==> src/rtl/pipe_stage_chain.sv <==
// DEPTH-stage valid/ready register chain with bubble collapse, stall and flush.
// Optional perf counters (stall_cnt, bubble_cnt) under PIPE_PERF_CNT_EN.
module pipe_stage_chain #(
  parameter int WIDTH  = 8,
  parameter int DEPTH  = 2,
  parameter int PERF_W = 16
) (
  input  logic                       clk,
  input  logic                       reset,
  input  logic                       in_valid,
  input  logic [WIDTH-1:0]           in_data,
  output logic                       in_ready,
  output logic                       out_valid,
  output logic [WIDTH-1:0]           out_data,
  input  logic                       out_ready,
  input  logic                       stall,
  input  logic                       flush,
`ifdef PIPE_PERF_CNT_EN
  output logic [PERF_W-1:0]          stall_cnt,
  output logic [PERF_W-1:0]          bubble_cnt,
`endif
  output logic [$clog2(DEPTH+1)-1:0] occupancy
);

  localparam int OCC_W = $clog2(DEPTH+1);

  logic [DEPTH-1:0]            v_q, v_d;
  logic [DEPTH-1:0][WIDTH-1:0] d_q, d_d;
  logic [OCC_W-1:0]            occ_q, occ_d;
  logic [DEPTH-1:0]            adv;
  logic                        go;
  logic                        nxt;
  logic                        xfer;

  // Ripple from the output side: a stage may move if the one ahead
  // is empty or is itself moving this cycle.
  always_comb begin
    go  = reset & ~stall & ~flush;
    nxt = out_ready;
    adv = '0;
    for (int k = DEPTH-1; k >= 0; k--) begin
      adv[k] = go & v_q[k] & nxt;
      nxt    = ~v_q[k] | adv[k];
    end
    in_ready = go & nxt;
    xfer     = in_valid & in_ready;
  end

  always_comb begin
    v_d = v_q;
    d_d = d_q;
    v_d[0] = xfer | (v_q[0] & ~adv[0]);
    if (xfer) d_d[0] = in_data;
    for (int k = 1; k < DEPTH; k++) begin
      v_d[k] = adv[k-1] | (v_q[k] & ~adv[k]);
      if (adv[k-1]) d_d[k] = d_q[k-1];
    end
    if (flush) begin
      v_d = '0;
      d_d = '0;
    end
    occ_d = '0;
    for (int k = 0; k < DEPTH; k++) begin
      occ_d = occ_d + OCC_W'(v_d[k]);
    end
  end

  always_ff @(posedge clk) begin
    if (!reset) begin
      v_q   <= '0;
      d_q   <= '0;
      occ_q <= '0;
    end else begin
      v_q   <= v_d;
      d_q   <= d_d;
      occ_q <= occ_d;
    end
  end

  assign out_valid = go & v_q[DEPTH-1];
  assign out_data  = reset ? d_q[DEPTH-1] : '0;
  assign occupancy = occ_q;

`ifdef PIPE_PERF_CNT_EN
  logic [PERF_W-1:0] stall_cnt_q;
  logic [PERF_W-1:0] bubble_cnt_q;

  // Saturating; flush deliberately leaves the counts alone.
  always_ff @(posedge clk) begin
    if (!reset) begin
      stall_cnt_q  <= '0;
      bubble_cnt_q <= '0;
    end else begin
      if (stall & ~flush & ~&stall_cnt_q)
        stall_cnt_q <= stall_cnt_q + 1'b1;
      if (out_ready & ~out_valid & ~stall & ~flush & ~&bubble_cnt_q)
        bubble_cnt_q <= bubble_cnt_q + 1'b1;
    end
  end

  assign stall_cnt  = stall_cnt_q;
  assign bubble_cnt = bubble_cnt_q;
`endif

endmodule

==> config.mk <==
export PLATFORM = sky130hd
export DESIGN_NAME = pipe_stage_chain
export DESIGN_NICKNAME = d
export VERILOG_FILES = /design/src/rtl/pipe_stage_chain.sv
export SDC_FILE = /design/constraint.sdc
export NUM_CORES = 1
export LEC_CHECK = 0
export CELL_PAD_IN_SITES_DETAIL_PLACEMENT = 1
export CELL_PAD_IN_SITES_GLOBAL_PLACEMENT = 1
export CORE_MARGIN = 1.5
export CORE_UTILIZATION = 34
export DETAILED_ROUTE_END_ITERATION = 10
export HOLD_SLACK_MARGIN = 0.15
export PLACE_DENSITY_LB_ADDON = 0.1
export SYNTH_ARGS = -nofsm -noshare
export SYNTH_HDL_FRONTEND = slang
export SYNTH_SLANG_ARGS = --single-unit
==> constraint.sdc <==
create_clock -name clk -period 1.4 [get_ports clk]
set_input_delay 0.14 -clock clk [delete_from_list [all_inputs] [get_ports clk]]
set_output_delay 0.14 -clock clk [all_outputs]
set_load 0.03 [all_outputs]
==> results of run 1 <==
-- Yosys cell counts, drive strengths merged, types with 2 or more instances --
cell type / instances / area share [%]
buf: 4 / 3.7
and2: 11 / 7.5
nand2: 25 / 10
o21ai: 3 / 1.6
mux2i: 16 / 17
nand2b: 2 / 1.4
nand3b: 2 / 1.6
a21oi: 3 / 2.8
nor2b: 2 / 1.4
dfxtp: 20 / 43
or2b: 2 / 1.6
-- logic make-up after synthesis --
kind of cell,Yosys count
AND/OR/NAND/NOR,47
adder cells (fa/ha/maj),1
AO/OA/AOI/OAI,9
flip-flops,20
buffers and inverters,6
multiplexers,16
-- registers in the layout (all words and copies together), names as in the netlist --
signal	flops
d_q	16
occupancy	2
v_q	2
-- layout make-up --
type	count	area, um2	share of cell area (%)
Multi-Input combinational cell	73	490.5	36.98
Sequential cell	20	402.9	30.38
Timing Repair Buffer	39	339.1	25.57
Tap cell	30	37.54	2.830
Clock inverter	1	30.03	2.264
Clock buffer	3	22.52	1.698
Inverter	1	3.754	0.2830
-- worst max-delay path: stages --
cell and delay (ns):
clkdlybuf4s50_1 0.47, and2b_4 0.20, buf_6 0.12, a21boi_2 0.14
buf_6 0.14
-- stage by stage --
| stage | setup TNS (ns) | area (um2) | worst slack (ns) |
|---|---|---|---|
| global route | -0.01923 | 1326 | -0.01923 |
| detailed placement | -3.814 | 1245 | -0.3002 |
| CTS | 0 | 1311 | 0.002180 |
| floorplan | 0 | 922.1 | 0.04934 |
| global placement | -3.074 | 1245 | -0.2418 |
| finish | 0 | 1326 | 0.04366 |
-- per-layer routing --
| metal | vias up | GRT usage (%) | wire [um] |
|---|---|---|---|
| li1 | 401 | - | - |
| met3 | 2 | 3.226 | 87 |
| met4 | 0 | 3.659 | 15 |
| met5 | - | 0 | 0 |
| met2 | 15 | 29.37 | 1089 |
| met1 | 384 | 20.20 | 925 |
-- what timing repair did --
item	CTS	global route
setup endpoints to repair	4	3
pin swaps	1	1
gates resized for setup	10	3
gates cloned	0	0
setup buffers	0	1
-- where the power goes --
part	total (W)	switching, W	internal [W]	leakage [nW]
combinational	0.000131	0.0000561	0.0000754	0.425
sequential	0.000580	0.00000403	0.000576	0.163
clock	0.000470	0.000181	0.000289	0.0279
total	0.00118	0.000241	0.000941	0.615
-- worst min path at each step --
stage	startpoint	slack, ns	depth (start not counted)	end
final	in_data[2]	0.39	3	d_q[2]
after global routing	in_data[1]	0.38	3	d_q[1]
after global placement	d_q[14]	0.44	2	d_q[14]
after floorplan	in_data[0]	0.28	2	d_q[0]
after detailed placement	d_q[12]	0.46	2	d_q[12]
after CTS	in_data[2]	0.38	3	d_q[2]
==> impl_metrics.py, run 1 <==
metrics = {
    "status": {
        "status": "completed",
    },
    "sta": {
        "fmax_mhz": 737.3,
        "rsz0062_at_grt": "yes",
        "hold_viol_final": 0,
        "tightestPinTransition_ns": 0.3035,
        "finalSetupViolations": 0,
        "holdWs_ns": 0.3880,
        "period_needed_ns": 1.356,
        "fin_crit_sh_pct": 96.88,
        "worst_clock_skew_ns": 0.007860,
        "slew_headroom_pct": 79.85,
        "finalMaxSlewViolations": 0,
    },
    "yosys": {
        "synth_cell_type_count": 22,
        "synth-seq-area-share_pct": 43.42,
        "synth_edf_count": 0,
        "syn_nets": 114,
        "ys_seq_elements": 20,
        "synth-compound-area-share_pct": 6.920,
        "synth_top_family_by_area": "simple AND/OR/NAND/NOR gates",
        "syn_area_um2": 922.1,
        "synthFlopType": "dfxtp_1",
        "async_flop_share_pct": 0,
        "avgSynthCellArea_um2": 9.314,
        "synth_cells": 99,
        "synthXorXnorAreaFrac_pct": 0,
        "yosysWarnings": 0,
        "yosys.area_share.simple_pct": 26.46,
        "synth_fa_ha_area_share_pct": 1.357,
        "muxShareOfSynthArea_pct": 17.37,
    },
    "critical_path": {
        "r2r-end": "occupancy[0]",
        "arrival_ns": 1.22,
        "ff2ff_setup_slack_ns": 0.11,
        "worstPathMaxFanout": 4,
        "criticalPathCategory": "in -> out",
        "worstSetupEndpoint": "in_ready",
        "crit_start": "out_ready",
        "r2r_start": "v_q[1]",
        "crit_path_start_kind": "input port",
        "crit_path_end_kind": "output pin",
        "worstPathRequired_ns": 1.26,
        "reg2regPathDepth": 5,
    },
    "final_layout": {
        "most-common-layout-cells": "nand2_1 (25), buf_4 (21), dfxtp_1 (18), mux2i_1 (16), and2_1 (11)",
        "nets": 153,
        "drive_gt1_share_pct": 24.82,
        "fillerInstances": 313,
        "final_util_pct": 52.58,
        "diodes": 0,
        "layout.cells.non_filler": 167,
        "syn_to_final_growth_pct": 43.83,
        "final_common_cell": "nand2_1",
    },
    "drt": {
        "wire_per_inst_um": 12.68,
        "drt-total-wl_um": 2117,
        "route.detailed.drc": 0,
        "dr.pass1.iters": 2,
        "ant_nets": 0,
        "dr_total_vias": 802,
        "vias_per_cell": 4.802,
        "drt_iter0_drc": 4,
    },
    "global_routing": {
        "grt_pass1_vias": 778,
        "grt_usage_pct": 16.40,
        "antenna_found_initial": 0,
        "grt_pass1_wl_um": 3498,
        "gr-total-overflow": 0,
        "grt_max_degree": 14,
    },
    "clocking": {
        "numCtsBuffers": 3,
        "cts.sinks": 20,
        "clk_pin_slew_ns": 0.11,
        "hold_buffers": 0,
        "cts_tree": "yes",
        "ctsRootBufferMaster": "clkbuf_4",
        "htreeDepth": 1,
        "clk_latency_ns": 0.30,
        "cts_buffer_depth": 2,
    },
    "floorplan": {
        "coreArea_um2": 2522,
        "num_rows": 18,
        "start_util_pct": 36.56,
        "die_height_um": 55.08,
        "chipWidth_um": 55.08,
        "ios": 26,
        "die-area_um2": 3034,
    },
    "power": {
        "leakagePower_nw": 0.6150,
        "vdd_drop_max_mv": 0.5398,
        "power_w": 0.001182,
        "powerDensity_nw_per_um2": 891.5,
    },
    "place": {
        "post-place-cells": 162,
        "place_hpwl_um": 1679,
        "place.gp.congestion": 0.6797,
        "portBuffers": 25,
    },
    "worst_hold_path": {
        "hold_class": "in -> reg",
    },
    "run": {
        "maxCapViolCount": 0,
    },
}
Note: power is estimated with default switching activity, not from simulation.
==> run 2: changes to the inputs <==
==> constraint.sdc (replaced) <==
create_clock -name clk -period 1.4 [get_ports clk]
set_input_delay 0.14 -clock clk [delete_from_list [all_inputs] [get_ports clk]]
set_output_delay 0.14 -clock clk [all_outputs]
set_load 0.02 [all_outputs]
==> run 2 against run 1 <==
Net effect:
- via count rose by 1.1%
- critical path depth fell by 1
- hold slack got worse by 0.096 ns
- clock skew rose by 0.0028 ns
- first-iteration DRC count rose by 25%
- combinational power rose by 4%
- global-route usage rose by 0.39 points
- power rose by 1.8%
- final area fell by 0.28%
- register-to-register slack improved by 0.03 ns
- sequential cell count did not move
- clock power rose by 4.3%
- critical path type unchanged
- highest routed layer unchanged
==> impl_metrics.py, run 2 (synthesized netlist as in run 1, its figures left out) <==
metrics = {
    "power": {
        "powerDensity_nw_per_um2": 910.1,
        "power_switching_w": 0.0002587,
        "seqPwrFrac_pct": 48.1,
        "p_sw_share_pct": 21.49,
        "combPwrFrac_pct": 11.3,
        "p_int_w": 0.0009449,
        "power_w": 0.001204,
        "vdd_drop_max_mv": 0.6641,
        "clkPwrFrac_pct": 40.7,
        "leakagePower_nw": 0.6496,
    },
    "floorplan": {
        "start_util_pct": 36.56,
        "num_rows": 18,
        "die-area_um2": 3034,
        "coreArea_um2": 2522,
        "ios": 26,
        "chipWidth_um": 55.08,
        "die_height_um": 55.08,
    },
    "clocking": {
        "hold_buffers": 0,
        "cts_tree": "yes",
        "numCtsBuffers": 3,
        "clk_latency_ns": 0.32,
        "ctsRootBufferMaster": "clkbuf_4",
        "htreeDepth": 1,
        "cts_buffer_depth": 2,
        "cts.sinks": 20,
        "clk_pin_slew_ns": 0.12,
    },
    "sta": {
        "rsz0062_at_grt": "no",
        "worst_clock_skew_ns": 0.01061,
        "setup_ws_ns": 0.05721,
        "fin_crit_sh_pct": 95.91,
        "tightestPinTransition_ns": 0.2230,
        "holdWs_ns": 0.2916,
        "period_needed_ns": 1.343,
        "fmax_mhz": 744.7,
        "slew_headroom_pct": 85.11,
        "finalMaxSlewViolations": 0,
        "hold_viol_final": 0,
        "finalSetupViolations": 0,
    },
    "place": {
        "portBuffers": 25,
        "place_hpwl_um": 1648,
        "placed_area_um2": 1295,
        "post-place-cells": 162,
        "place.gp.congestion": 0.7681,
        "dp_slack_ns": -0.4306,
    },
    "final_layout": {
        "syn_to_final_growth_pct": 43.42,
        "largest_reg_flops": 16,
        "nets": 153,
        "layout.cells.non_filler": 167,
        "final_common_cell": "nand2_1",
        "drive_gt1_share_pct": 21.17,
        "regMostFlops": "d_q",
        "most-common-layout-cells": "nand2_1 (25), dfxtp_1 (20), mux2i_1 (16)",
        "postLayoutCellArea_um2": 1323,
        "diodes": 0,
    },
    "status": {
        "status": "completed",
    },
    "drt": {
        "route.detailed.drc": 0,
        "dr_total_vias": 811,
        "vias_per_cell": 4.856,
        "drt_iter0_drc": 5,
        "ant_nets": 0,
        "dr.pass1.iters": 4,
        "wire_per_inst_um": 13.44,
        "drt-total-wl_um": 2245,
    },
    "run": {
        "maxCapViolCount": 0,
    },
    "global_routing": {
        "antenna_found_initial": 0,
        "grt_pass1_vias": 792,
        "grt_pass1_wl_um": 3463,
        "grt_usage_pct": 16.79,
        "gr-total-overflow": 0,
        "grt_max_degree": 16,
    },
    "critical_path": {
        "worstPathMaxFanout": 3,
        "worstPathRequired_ns": 1.26,
        "r2r_start": "v_q[1]",
        "crit_start": "flush",
        "criticalPathCategory": "in -> out",
        "crit_path_end_kind": "output pin",
        "arrival_ns": 1.20,
        "r2r-end": "d_q[13]",
        "crit_path_start_kind": "input port",
        "ff2ff_setup_slack_ns": 0.14,
        "worstSetupEndpoint": "in_ready",
        "reg2regPathDepth": 5,
    },
    "worst_hold_path": {
        "worstHoldPathCells": 4,
        "hold_class": "in -> reg",
    },
}
[run 2: changes by cell type in the layout (fill, tap and decap cells not counted), moves of 2 or more]
| cell | before | now |
|---|---|---|
| buf_12 | 0 | 2 |
| buf_4 | 21 | 11 |
| dfxtp_1 | 18 | 20 |
| buf_2 | 0 | 8 |
| dfxtp_2 | 2 | 0 |
| buf_6 | 3 | 1 |
| dlymetal6s2s_1 | 1 | 3 |
[run 2: routing by layer]
layer / track usage (%) / vias up / share of wire, % / routed length [um]
li1: - / 401 / - / -
met1: 17.69 / 387 / 42 / 934
met2: 30.75 / 18 / 52 / 1158
met3: 3.226 / 5 / 4.2 / 95
met4: 9.756 / 0 / 2.5 / 57
met5: 0 / - / 0 / 0
[run 2: area by class of cell]
cell class,count,area (um2)
tap,30,37.54
timing repair buffer,39,347.8
clock buffer,3,22.52
fill,318,1200
multi-input combinational,73,480.5
sequential,20,400.4
clock inverter,1,30.03
inverter,1,3.754
[run 2: power groups by stage]
stage / logic [W] / registers [W] / clock network [W]
5_1_grt: 0.000147 / 0.000579 / 0.000530
3_5_place_dp: 0.000136 / 0.000591 / 0
4_1_cts: 0.000136 / 0.000579 / 0.000507
2_1_floorplan: 0.0000521 / 0.000593 / 0
6_report: 0.000136 / 0.000578 / 0.000490
3_3_place_gp: 0.000133 / 0.000591 / 0
[run 2: what timing repair did]
item,CTS,global route
gates cloned,0,0
buffers inserted,0,1
setup endpoints to repair,11,5
resized for setup,37,5
pin swaps,1,1
[run 2: worst min-delay path by stage]
stage | start | to
4_1_cts | reset | occupancy[0]
5_1_grt | stall | v_q[1]
3_3_place_gp | d_q[11] | d_q[11]
2_1_floorplan | in_data[0] | d_q[0]
3_5_place_dp | d_q[12] | d_q[12]
6_report | stall | v_q[1]
[run 2: per-stage QoR]
stage | util (%) | TNS, ns
after floorplan | - | 0
final | 52.43 | 0
after CTS | 52.08 | 0
after detailed placement | 51.34 | -7.283
after global routing | 52.43 | 0
after global placement | 51.34 | -6.077
[run 2: critical path, cell delays in order]
cell	delay, ns
clkdlybuf4s50_1	0.45
nor3b_2	0.26
a21boi_1	0.18
buf_2	0.17
==> run 3: changes to the inputs <==
--- a/config.mk
+++ b/config.mk
@@ -15,3 +15,4 @@
 export SYNTH_ARGS = -nofsm -noshare
 export SYNTH_HDL_FRONTEND = slang
 export SYNTH_SLANG_ARGS = --single-unit
+export TNS_END_PERCENT = 10
==> constraint.sdc (replaced) <==
create_clock -name clk -period 1.4 [get_ports clk]
set_input_delay 0.28 -clock clk [delete_from_list [all_inputs] [get_ports clk]]
set_output_delay 0.28 -clock clk [all_outputs]
set_load 0.02 [all_outputs]
==> run 3 against run 2 <==
Net effect:
- critical path type is now reg -> reg
- highest routed layer unchanged
- combinational power barely moved
- utilization up 1.6 points
- sequential share of layout area down 0.80 points
- final cell count is 1.2% higher
- sequential power about the same
- critical endpoint is now occupancy[0]
==> impl_metrics.py, run 3 (synthesized netlist as in run 1, its figures left out) <==
metrics = {
    "place": {
        "place.gp.congestion": 0.6863,
        "place_hpwl_um": 1512,
        "portBuffers": 25,
    },
    "global_routing": {
        "gr-total-overflow": 0,
        "grt_pass1_wl_um": 3567,
        "grt_max_degree": 16,
        "antenna_found_initial": 0,
        "grt_pass1_vias": 802,
        "grt_usage_pct": 17.00,
    },
    "final_layout": {
        "multi_input_area_um2": 494.2,
        "syn_to_final_growth_pct": 47.76,
        "final_util_pct": 54.02,
        "nets": 155,
        "drive_gt1_share_pct": 26.62,
        "seq_area_um2": 401.6,
        "final_common_cell": "nand2_1",
        "diodes": 0,
        "most-common-layout-cells": "nand2_1 (25), dfxtp_1 (19), mux2i_1 (16), buf_4 (12), and2_1 (11)",
        "fillerInstances": 301,
        "largest_reg_flops": 16,
        "regMostFlops": "d_q",
    },
    "clocking": {
        "numCtsBuffers": 3,
        "clk_latency_ns": 0.30,
        "clk_pin_slew_ns": 0.12,
        "htreeDepth": 1,
        "ctsRootBufferMaster": "clkbuf_4",
        "hold_buffers": 0,
        "cts_buffer_depth": 2,
        "cts.sinks": 20,
        "cts_tree": "yes",
    },
    "drt": {
        "wire_per_inst_um": 13.18,
        "ant_nets": 0,
        "drt_iter0_drc": 2,
        "vias_per_cell": 4.728,
        "dr.pass1.iters": 4,
        "route.detailed.drc": 0,
        "dr_total_vias": 799,
        "drt-total-wl_um": 2227,
    },
    "critical_path": {
        "r2r_start": "v_q[1]",
        "path_cells": "and2b_4 > buf_4 > o21ai_2 > a21oi_1 > ha_1 > and2_1",
        "arrival_ns": 1.58,
        "cpMaxStageDelayCell": "dfxtp_2",
        "criticalPathCategory": "reg -> reg",
        "reg2regPathDepth": 6,
        "crit_path_end_kind": "flop",
        "crit_path_start_kind": "flop",
        "worstPathRequired_ns": 1.61,
        "ff2ff_setup_slack_ns": 0.04,
        "worstPathMaxFanout": 4,
        "critPathMaxStageDelay_ns": 0.34,
        "r2r-end": "occupancy[0]",
        "worstSetupEndpoint": "occupancy[0]",
        "crit_start": "v_q[1]",
    },
    "power": {
        "p_int_w": 0.0009438,
        "power_w": 0.001189,
        "leakagePower_nw": 0.6114,
        "seqPwrFrac_pct": 48.7,
        "vdd_drop_max_mv": 0.4645,
        "clkPwrFrac_pct": 39.7,
        "combPwrFrac_pct": 11.6,
        "powerDensity_nw_per_um2": 872.9,
        "power_switching_w": 0.0002456,
        "p_sw_share_pct": 20.65,
    },
    "sta": {
        "finalMaxSlewViolations": 0,
        "slew_headroom_pct": 86.51,
        "finalSetupViolations": 0,
        "worst_clock_skew_ns": 0.008956,
        "fmax_mhz": 733.6,
        "period_needed_ns": 1.363,
        "finalSetupTns_ns": 0,
        "hold_viol_final": 0,
        "fin_crit_sh_pct": 97.36,
        "rsz0062_at_grt": "yes",
        "holdWs_ns": 0.4307,
        "tightestPinTransition_ns": 0.2032,
    },
    "floorplan": {
        "ios": 26,
        "die-area_um2": 3034,
        "num_rows": 18,
        "die_height_um": 55.08,
        "coreArea_um2": 2522,
        "start_util_pct": 36.56,
        "chipWidth_um": 55.08,
    },
    "run": {
        "maxCapViolCount": 0,
    },
    "status": {
        "status": "completed",
    },
    "worst_hold_path": {
        "hold_class": "in -> reg",
    },
}
==> run 3: how the worst min path moves through the flow <==
stage	cells after the start	end	startpoint
global placement	2	d_q[10]	d_q[10]
CTS	2	d_q[8]	d_q[8]
floorplan	2	d_q[0]	in_data[0]
global route	3	occupancy[1]	reset
detailed placement	2	d_q[8]	d_q[8]
finish	3	occupancy[1]	reset
==> run 3: repair_timing <==
item / 4_1_cts / 5_1_grt
setup endpoints to repair: 14 / 8
gates resized for setup: 50 / 5
cloned: 1 / 0
buffers inserted: 4 / 0
pin swaps: 1 / 2
==> run 3: final cells by class <==
cell class              count  area share (%)
inverters                   1          0.2755
multi-input cells          73           36.27
clock inverters             1           2.204
well taps                  30           2.755
clock buffers               3           1.653
repair buffers             41           27.36
flip-flops and latches     20           29.48
==> run 3: worst max-delay path, delay by kind of cell, from the launching register on <==
family	cells	cell delay, ns
AND/OR/NAND/NOR	2	0.31
flip-flops	1	0.34
AO/OA/AOI/OAI	2	0.21
buffers and inverters	1	0.15
adder cells (fa/ha/maj)	1	0.28
==> run 3: per-layer routing <==
layer,wire length [um],track usage (%)
met1,936,18.81
met2,1184,31.15
met4,34,8.537
met5,0,0
met3,71,2.688
==> run 3: power groups by stage <==
stage	registers, W	clock network (W)	logic [W]
after floorplan	0.000593	0	0.0000521
after global placement	0.000591	0	0.000126
after global routing	0.000580	0.000523	0.000150
after CTS	0.000579	0.000493	0.000139
final	0.000579	0.000472	0.000138
after detailed placement	0.000591	0	0.000128
==> run 3: through the flow <==
step | setup WS (ns) | instances | area [um2]
floorplan | 0.1070 | 99 | 922.1
detailed placement | -0.6915 | 160 | 1267
finish | 0.03691 | 169 | 1363
global route | -0.01614 | 169 | 1363
global placement | -0.6793 | 160 | 1267
CTS | 0.01229 | 169 | 1360
